==> src/rtl/systolic_feeder_2x2.sv <==
// Operand sequencer for a 2x2 output-stationary systolic array: captures A and B on start,
// then streams skewed rows of A and columns of B with registered control strobes.
module systolic_feeder_2x2 (
    input  logic       clk,
    input  logic       rst,
    input  logic       start,
    input  logic [7:0] a11,
    input  logic [7:0] a12,
    input  logic [7:0] a21,
    input  logic [7:0] a22,
    input  logic [7:0] b11,
    input  logic [7:0] b12,
    input  logic [7:0] b21,
    input  logic [7:0] b22,
    output logic [7:0] side_1,
    output logic [7:0] side_2,
    output logic [7:0] ceiling_1,
    output logic [7:0] ceiling_2,
    output logic       en,
    output logic       arr_rst,
    output logic       busy,
    output logic       done
);

    typedef enum logic [2:0] {
        StIdle   = 3'd0,
        StClear  = 3'd1,
        StFeed0  = 3'd2,
        StFeed1  = 3'd3,
        StFeed2  = 3'd4,
        StFlush0 = 3'd5,
        StFlush1 = 3'd6,
        StDone   = 3'd7
    } state_e;

    state_e     state_q;
    logic [7:0] a11_q, a12_q, a21_q, a22_q;
    logic [7:0] b11_q, b12_q, b21_q, b22_q;

    // Outputs are loaded with the values belonging to the state being entered, so every
    // output is a flop and lines up exactly with state_q.
    always_ff @(posedge clk or posedge rst) begin
        if (rst) begin
            state_q   <= StIdle;
            a11_q     <= '0;
            a12_q     <= '0;
            a21_q     <= '0;
            a22_q     <= '0;
            b11_q     <= '0;
            b12_q     <= '0;
            b21_q     <= '0;
            b22_q     <= '0;
            side_1    <= '0;
            side_2    <= '0;
            ceiling_1 <= '0;
            ceiling_2 <= '0;
            en        <= 1'b0;
            arr_rst   <= 1'b0;
            busy      <= 1'b0;
            done      <= 1'b0;
        end else begin
            side_1    <= '0;
            side_2    <= '0;
            ceiling_1 <= '0;
            ceiling_2 <= '0;
            en        <= 1'b0;
            arr_rst   <= 1'b0;
            done      <= 1'b0;
            busy      <= 1'b1;
            case (state_q)
                StIdle: begin
                    if (start) begin
                        a11_q   <= a11;
                        a12_q   <= a12;
                        a21_q   <= a21;
                        a22_q   <= a22;
                        b11_q   <= b11;
                        b12_q   <= b12;
                        b21_q   <= b21;
                        b22_q   <= b22;
                        arr_rst <= 1'b1;
                        state_q <= StClear;
                    end else begin
                        busy    <= 1'b0;
                    end
                end
                StClear: begin
                    side_1    <= a11_q;
                    ceiling_1 <= b11_q;
                    en        <= 1'b1;
                    state_q   <= StFeed0;
                end
                StFeed0: begin
                    side_1    <= a12_q;
                    side_2    <= a21_q;
                    ceiling_1 <= b21_q;
                    ceiling_2 <= b12_q;
                    en        <= 1'b1;
                    state_q   <= StFeed1;
                end
                StFeed1: begin
                    side_2    <= a22_q;
                    ceiling_2 <= b22_q;
                    en        <= 1'b1;
                    state_q   <= StFeed2;
                end
                StFeed2: begin
                    en      <= 1'b1;
                    state_q <= StFlush0;
                end
                StFlush0: begin
                    en      <= 1'b1;
                    state_q <= StFlush1;
                end
                StFlush1: begin
                    done    <= 1'b1;
                    state_q <= StDone;
                end
                StDone: begin
                    busy    <= 1'b0;
                    state_q <= StIdle;
                end
                default: begin
                    busy    <= 1'b0;
                    state_q <= StIdle;
                end
            endcase
        end
    end

endmodule
==> config.mk <==
export PLATFORM = sky130hd
export DESIGN_NAME = systolic_feeder_2x2
export DESIGN_NICKNAME = d
export VERILOG_FILES = /design/src/rtl/systolic_feeder_2x2.sv
export SDC_FILE = /design/constraint.sdc
export NUM_CORES = 1
export LEC_CHECK = 0
export CAP_MARGIN = 20
export CELL_PAD_IN_SITES_DETAIL_PLACEMENT = 1
export CELL_PAD_IN_SITES_GLOBAL_PLACEMENT = 2
export CORE_UTILIZATION = 33
export DETAILED_ROUTE_END_ITERATION = 10
export PLACE_DENSITY_LB_ADDON = 0.1
export SLEW_MARGIN = 30
export SYNTH_ARGS = -nofsm -noshare
export SYNTH_HDL_FRONTEND = slang
export SYNTH_SLANG_ARGS = --single-unit
==> constraint.sdc <==
create_clock -name clk -period 3.9 [get_ports clk]
set_input_delay 0.585 -clock clk [delete_from_list [all_inputs] [get_ports clk]]
set_output_delay 0.585 -clock clk [all_outputs]
set_load 0.01 [all_outputs]
==> flow_results.org, run 1 <==
** Worst setup path
- Family with the most delay on the worst path :: buffers and inverters
- Of all nets on the critical path, the largest fanout is between 60 and 70.
- Slowest stage cell on the critical path :: sky130_fd_sc_hd__clkdlybuf4s50_1
- Traced cell by cell, the critical path runs through clkdlybuf4s50_1 > nor4b_4 > buf_12 > mux2_1.
- Worst Path Class, Setup :: primary input to flip-flop
- Arrival time reported for the critical path endpoint :: between 2000 and 2500 ps
- STA classifies the critical path startpoint as a primary input.
- CP Launch Point :: start
- Number of buffer and inverter instances along the worst setup path :: 2
- At the worst endpoint, the required time is between 4000 and 5000 ps.
- In this run the critical register-to-register path is launched from state_q[2].
- Count of cells along the worst register-to-register path :: 3
- The worst setup path is captured at a flip-flop.
- Counting buffers and inverters, the worst setup path is 4 cells deep.
- Stage delay of the slowest cell on the critical path :: a little over 500 ps

** Clock network
- For this design, the CTS-stage hold fixing added 0 buffers.
- The later pin in the worst-skew pair is clocked with a latency of about 340 ps.
- Counting the buffers created by CTS gives 9.
- Clock tree synthesis selected as its root buffer the cell sky130_fd_sc_hd__clkbuf_16.
- Number of resized instances in the post-cts repair step :: 0
- CTS built an H-tree with a depth of 3.
- Post-CTS setup repair buffer count :: 0
- Clk pin slew, worst setup/hold paths :: ~70 ps
- TritonCTS built the clock tree.
- The tree built by TritonCTS fans out to around 100 sinks.
- The longest clock path from root to sink contains 2 buffers.

** GRT
- First-pass GRT wire length :: 14.2 mm
- The number of global-route vias before repair came to about 2,800.
- After global routing the overflow that remains totals 0.
- The number of antenna violations at the first check in global routing is 0.
- Entering global routing, the biggest net connects between 60 and 70 pins.
- Total routing resource utilization after global routing :: 0.147

** Synth
- By count the netlist is led by 103 x sky130_fd_sc_hd__dfrtp_1, 49 x sky130_fd_sc_hd__mux2_1, 32 x sky130_fd_sc_hd__nand3b_1, 17 x sky130_fd_sc_hd__a21oi_1, 17 x sky130_fd_sc_hd__nor2_1.
- Top-area cell type share of the netlist area :: 0.634
- Top post-synthesis cells by area :: sky130_fd_sc_hd__dfrtp_1 63%, sky130_fd_sc_hd__mux2_1 14%, sky130_fd_sc_hd__nand3b_1 5.9%
- Syn Nets :: about 350
- Compound-Gate Fraction of Synth Area :: 0.0225
- Number of distinct library cells after synthesis :: 22
- Summed over all instances, the cell type with the most area after synthesis is sky130_fd_sc_hd__dfrtp_1.
- Main combinational cell family by area after synthesis :: multiplexers
- Sequential element share of the synthesized area :: 0.634
- A synthesized cell averages 14.4 um^2.
- Synthesized cell area :: roughly 0.0041 mm^2
- The synthesized design contains 103 register bits.
- Warning count from the yosys run :: 0
- Ys async rst share :: 1.00
- Fraction of synthesized area in multiplexers :: 0.217
- Of the total synthesized cell area, the portion taken by AND, OR, NAND and NOR gates is 0.0892.
- Synthesis produced roughly 280 cells.
- Of the total synthesized cell area, the portion taken by full adders, half adders and majority gates is 0.
- In the post-synthesis netlist, the cell with the most instances is sky130_fd_sc_hd__dfrtp_1.
- In this run, synthesis inferred 0 flip-flops with an integrated enable.
- Of the total synthesized cell area, the portion taken by XOR and XNOR cells is 0.00431.
- Among all flip-flop cells after synthesis, the most frequent one is sky130_fd_sc_hd__dfrtp_1.

** Die
- Std cell rows :: 40
- Area of the core :: 0.0120 mm^2
- Die Ht :: ~110 um
- Die X :: between 100 and 150 um
- The die covers 0.0128 mm^2.
- Pin placement for this block handled about 100 I/O pins.
- Starting utilization of the core area :: 0.339

** STA
- Hold violation count in the final report :: 0
- The max-slew violation count is 0.
- Period utilization :: 0.494
- For the final routed database, the setup TNS stands at 0 ps.
- Clock skew on the completed layout was measured at between 6 and 7 ps.
- Setup repair after global routing left no endpoint under its margin.
- Total setup violations reported at the end of the flow :: 0
- Max-Slew Margin vs Limit :: 0.468
- Tmin final :: 1920 ps
- At the pin with the least slew margin, the transition time is between 700 and 800 ps.
- Across all hold checks on the routed design, the worst slack comes to between 400 and 500 ps.
- For this run, the top clock speed supported by timing is 520 MHz.

** Detailed routing
- Once detail routing completed, the nets flagged for antenna violations numbered 0.
- For this run, design rule violations remaining after detail routing come to 0.
- Routed vias :: about 2,500
- In the final routed layout, each cell accounts on average for between 15 and 20 um.
- Detailed Route Iter0 Violations :: between 70 and 80
- After detailed routing, the total wire length is 8.50 mm.
- The first TritonRoute pass finished after 4 iterations.
- In the routed layout, each cell is associated on average with a via count of about 4.8.

** Power and ir drop
- The share of total power dissipated in sequential elements is 0.439.
- Switching Fraction :: 0.301
- The worst-case IR drop observed on VDD is about 0.32 mV.
- The share of total power dissipated in combinational logic is 0.336.
- LEAKAGE :: approximately 2.3 nW
- The share of total power dissipated in the clock network is 0.225.
- Power density of the placed cells :: between 700 and 800 mW/mm^2
- The internal power of the cells totals around 2.9 mW.
- The analysis attributes to net switching a power of around 1.3 mW.

** Layout
- Post-route cell area :: between 0.005 and 0.006 mm^2
- Relative to the synthesized area, the layout overhead comes to 35.5%.
- Of the cells placed in the final design, the portion with a size suffix greater than 1 is 0.102.
- For this run, the post-layout net count is roughly 440.
- Counting the fill cells in the layout gives roughly 1,200.
- Fin util :: 0.459
- Diode insertion count for antenna repair :: 0

** Place
- Final HPWL from detailed placement :: just over 5 mm
- Once placement finished, the instance area stood at just over 0.005 mm^2.
- Port-buffer cells :: a little over 100
- Final estimated routing congestion in global placement :: approximately 0.65

** Hold path
- Worst hold path stage count :: 1
- The worst hold path begins at b22_q[3].
- Worst min-delay path class :: flip-flop to flip-flop

** Run
- # Max-Cap Violations :: 0

** Outcome
- Run status :: finished, final reports clean
power by group through the flow:
stage               sequential [mW]  clock, mW  combinational (mW)
floorplan                      1.84          0               0.873
global placement               1.85          0                1.41
detailed placement             1.86          0                1.44
CTS                            1.85      0.979                1.45
global route                   1.91       1.02                1.56
finish                         1.84      0.944                1.41
state kept, by name, indices dropped and copies added (netlist names):
register	count
a11_q	8
a12_q	8
a21_q	8
a22_q	8
arr_rst	1
b11_q	8
b12_q	8
b21_q	8
b22_q	8
busy	1
ceiling_1	8
ceiling_2	8
done	1
en	1
side_1	8
side_2	8
state_q	3
logic make-up after synthesis:
family / count (synthesis)
xor+xnor: 2
compound gates: 18
mux: 80
buf+inv: 23
flops: 103
simple gates: 56
layer usage:
layer,GRT usage,vias up,wire [um]
met3,0.0428,10,505
met1,0.176,1296,3630
met4,0.0658,0,143
met5,0,-,0
met2,0.245,62,4230
li1,-,1163,-
final cells by class:
class | instances | area, um^2 | area share
Tap cell | 147 | 184 | 0.0334
Clock buffer | 9 | 225 | 0.0409
Sequential cell | 103 | 2580 | 0.468
Inverter | 1 | 6.26 | 0.00114
Clock inverter | 7 | 87.6 | 0.0159
Timing Repair Buffer | 106 | 1080 | 0.195
Multi-Input combinational cell | 156 | 1350 | 0.245
worst paths after layout:
check	endpoint	slack, ps
min in group asynchronous	b12_q[2]	660
worst min register to register	b22_q[3]	490
worst max register to register	a11_q[3]	2030
worst min-delay path	b22_q[3]	490
max in group asynchronous	b22_q[5]	2490
worst max-delay path	a11_q[3]	1980
through the flow:
stage / setup WS [ps] / cells / total power [mW]
global route: 1910 / 529 / 4.49
detailed placement: 1620 / 513 / 3.31
floorplan: 611 / 282 / 2.71
global placement: 1650 / 513 / 3.26
finish: 1980 / 529 / 4.19
CTS: 1750 / 529 / 4.27
cell usage in the layout, fill, tap and decap left out:
cell	synthesis	final
sky130_fd_sc_hd__and3b_1	1	1
sky130_fd_sc_hd__nor4_1	1	1
sky130_fd_sc_hd__nor3_1	2	2
sky130_fd_sc_hd__nand2b_1	1	1
sky130_fd_sc_hd__a21oi_1	17	17
sky130_fd_sc_hd__a31oi_1	1	1
sky130_fd_sc_hd__xor2_1	1	1
sky130_fd_sc_hd__buf_4	1	2
sky130_fd_sc_hd__dfrtp_1	103	101
sky130_fd_sc_hd__nor4b_4	1	1
sky130_fd_sc_hd__clkbuf_16	0	9
sky130_fd_sc_hd__clkinvlp_4	0	1
sky130_fd_sc_hd__xnor2_1	1	1
sky130_fd_sc_hd__dfrtp_2	0	2
sky130_fd_sc_hd__nand2_1	1	1
sky130_fd_sc_hd__bufinv_16	0	2
sky130_fd_sc_hd__mux2_2	15	15
sky130_fd_sc_hd__nor2_1	17	17
sky130_fd_sc_hd__inv_4	0	1
sky130_fd_sc_hd__mux2i_1	16	16
sky130_fd_sc_hd__clkdlybuf4s50_1	0	102
sky130_fd_sc_hd__clkinv_2	0	4
sky130_fd_sc_hd__nand3b_1	32	32
sky130_fd_sc_hd__mux2_1	49	49
sky130_fd_sc_hd__buf_12	0	2
(Power assumes the default switching activity.)
==> inputs of run 2 (changes only) <==
==> constraint.sdc (replaced) <==
create_clock -name clk -period 2 [get_ports clk]
set_input_delay 0.3 -clock clk [delete_from_list [all_inputs] [get_ports clk]]
set_output_delay 0.3 -clock clk [all_outputs]
set_load 0.01 [all_outputs]
==> run 2 against run 1 <==
Sequential share of layout area decreased by 0.27 points. Critical path depth decreased by 1. Routed wire length increased by 0.72%. Die area unchanged. Final cell count increased by 1.1%. Hold slack got worse by 6.7 ps. Combinational power increased by 110%. Setup slack got worse by 1600 ps. Register-to-register slack got worse by 1700 ps. Largest cell class unchanged.
==> flow_results.org, run 2 (synthesis gave the netlist of run 1 again) <==
** Run
- # Max-Cap Violations :: 0

** Detailed routing
- For this run, design rule violations remaining after detail routing come to 0.
- Detailed Route Iter0 Violations :: 83
- After detailed routing, the number of vias per cell comes to between 4 and 5.
- First-pass iteration count of the detailed router :: 6
- Final routed wire length divided by cell count :: approximately 16 um
- Final Routed Wirelength :: between 8 and 9 mm
- The routed layout has around 2,600 vias.
- Number of nets with antenna violations after detailed routing :: 0

** Clock network
- H-tree levels :: 3
- CTS tree :: built
- Post-CTS setup repair buffer count :: 0
- Counting along the longest clock path gives a buffer depth of 2.
- Hold-fix buffer count after cts :: 0
- The later pin in the worst-skew pair is clocked with a latency of between 300 and 400 ps.
- In this run the clock root is driven by a sky130_fd_sc_hd__clkbuf_16.
- Number of resized instances in the post-cts repair step :: 0
- The number of clock buffers added by TritonCTS is 9.
- Clock-pin slew was measured on the worst setup and hold paths at about 70 ps.
- Count of clock tree sinks :: about 100

** Die
- Boundary pin count :: between 100 and 150
- Die X :: between 100 and 150 um
- Std cell rows :: 40
- The initial utilization of the core area, before any placement, comes to 0.339.
- The region available for standard cell placement spans about 0.012 mm^2.
- From bottom edge to top edge, the die measures approximately 110 um.
- Die outline area :: 0.0128 mm^2

** Worst setup path
- Data on the critical path arrives at its endpoint at approximately 1900 ps.
- The critical path is of the flip-flop to flip-flop type.
- Crit Reg-Reg Startpoint :: state_q[0]
- STA classifies the critical path startpoint as a flip-flop.
- Crit-path max FO :: 25
- STA classifies the critical path endpoint as a flip-flop.
- Data on the critical path is required at its endpoint by 2230 ps.
- In this run the worst setup path begins at state_q[0].

** STA
- For the pin with the worst max-slew slack, the measured transition is between 600 and 700 ps.
- RSZ-0062 raised after global routing :: no
- Dividing the final minimum period by the clock period gives 0.826.
- Tmin final :: between 1500 and 2000 ps
- Setup violations remaining at the end of the flow were counted as 0.
- Minimum hold slack :: between 400 and 500 ps
- Highest achievable clock rate :: approximately 610 MHz
- The max-slew violation count was 0.
- Setup slack on the critical path of the routed design comes to around 350 ps.
- The number of endpoints with negative hold slack in the final report came to 0.
- For the final database, setup skew stands at 6.58 ps.
- The worst pin sits at a relative slew slack of 0.541.

** Outcome
- Run status :: finished, final reports clean

** Place
- Final HPWL from detailed placement :: 5.27 mm
- Port-buffer cells :: about 100
- Count of placed standard cells including taps :: 520
- Placement-stage worst setup slack :: -2.26 ps
- Final estimated routing congestion in global placement :: 0.672

** GRT
- Vias in the first global route :: 2,776
- For this run, global-route usage on met2 was measured as 0.246.
- Entering global routing, the biggest net connects about 100 pins.
- In the global route stage, met1 resource usage came out at 0.180.
- Layer with the highest usage :: met2
- Total global routing overflow :: 0
- First-pass GRT wire length :: between 10 and 15 mm
- The number of antenna violations at the first check in global routing is 0.
- GR met3 Demand/Resource :: 0.0573
- Total routing resource utilization after global routing :: 0.151

** Power and ir drop
- Power comes to between 8 and 9 mW.
- Maximum resistive drop on vdd :: roughly 0.48 mV
- The share of total power dissipated in the clock network is 0.203.
- Part of the power in combinational logic :: 0.362
- Int Pwr :: roughly 5.6 mW
- Reported net switching power :: roughly 2.4 mW
- LEAKAGE :: 2.34 nW
- Switching Fraction :: 0.304
- The share of total power dissipated in sequential elements is 0.435.
- Dividing total power by cell area gives a power density of between 1000 and 1500 mW/mm^2.

** Layout
- Commonest cells after routing, fill and taps aside :: 102 x sky130_fd_sc_hd__dfrtp_1, 102 x sky130_fd_sc_hd__clkdlybuf4s50_1, 49 x sky130_fd_sc_hd__mux2_1
- Post-layout instance count excluding filler cells :: between 500 and 600
- Proportion of layout cells with a drive suffix above 1 :: 0.111
- Fin util :: 0.461
- 0 antenna diodes ended up in the layout.
- Synthesis-to-finish area growth :: 36.2%
- Net count, final :: 451

** Hold path
- The min-delay analysis places its worst path in the category primary input to async pin.
-- run 2: final cells by class --
cell class / instances / area, um^2
clock buffer: 12 / 256
clock inverter: 3 / 20.0
fill: 1237 / 6470
inverter: 1 / 7.51
multi-input combinational: 156 / 1350
sequential: 103 / 2580
tap: 147 / 184
timing repair buffer: 113 / 1140
-- run 2: power groups by stage --
stage / combinational [mW] / clock (mW) / sequential (mW)
2_1_floorplan: 1.70 / 0 / 3.59
3_3_place_gp: 2.91 / 0 / 3.52
3_5_place_dp: 2.99 / 0 / 3.55
4_1_cts: 3.00 / 1.72 / 3.51
5_1_grt: 3.22 / 1.79 / 3.63
6_report: 2.91 / 1.63 / 3.49
-- run 2: worst paths after layout --
kind	to	slack (ps)	cells past startpoint
setup / recovery	b12_q[5]	350	3
hold / removal	b22_q[5]	480	3
setup reg to reg	b12_q[5]	350	3
hold reg to reg	b12_q[7]	480	1
max in group asynchronous	state_q[0]	1090	3
min in group clk	b12_q[7]	480	1
-- run 2: critical path, stage by stage (launching register included) --
cell and delay, ps:
sky130_fd_sc_hd__dfrtp_2 420, sky130_fd_sc_hd__nor4b_4 340, sky130_fd_sc_hd__buf_4 390, sky130_fd_sc_hd__mux2_2 370
-- run 2: metrics by stage --
step / setup TNS, ps / cell area, um^2
after floorplan: 0 / 4070
after global placement: 0 / 5260
after detailed placement: -2.26 / 5260
after CTS: 0 / 5540
after global routing: 0 / 5540
final: 0 / 5540
-- run 2: layer usage --
layer,wire (um),up-vias
met4,132,0
met5,0,-
li1,-,1175
met1,3740,1309
met3,558,9
met2,4130,61
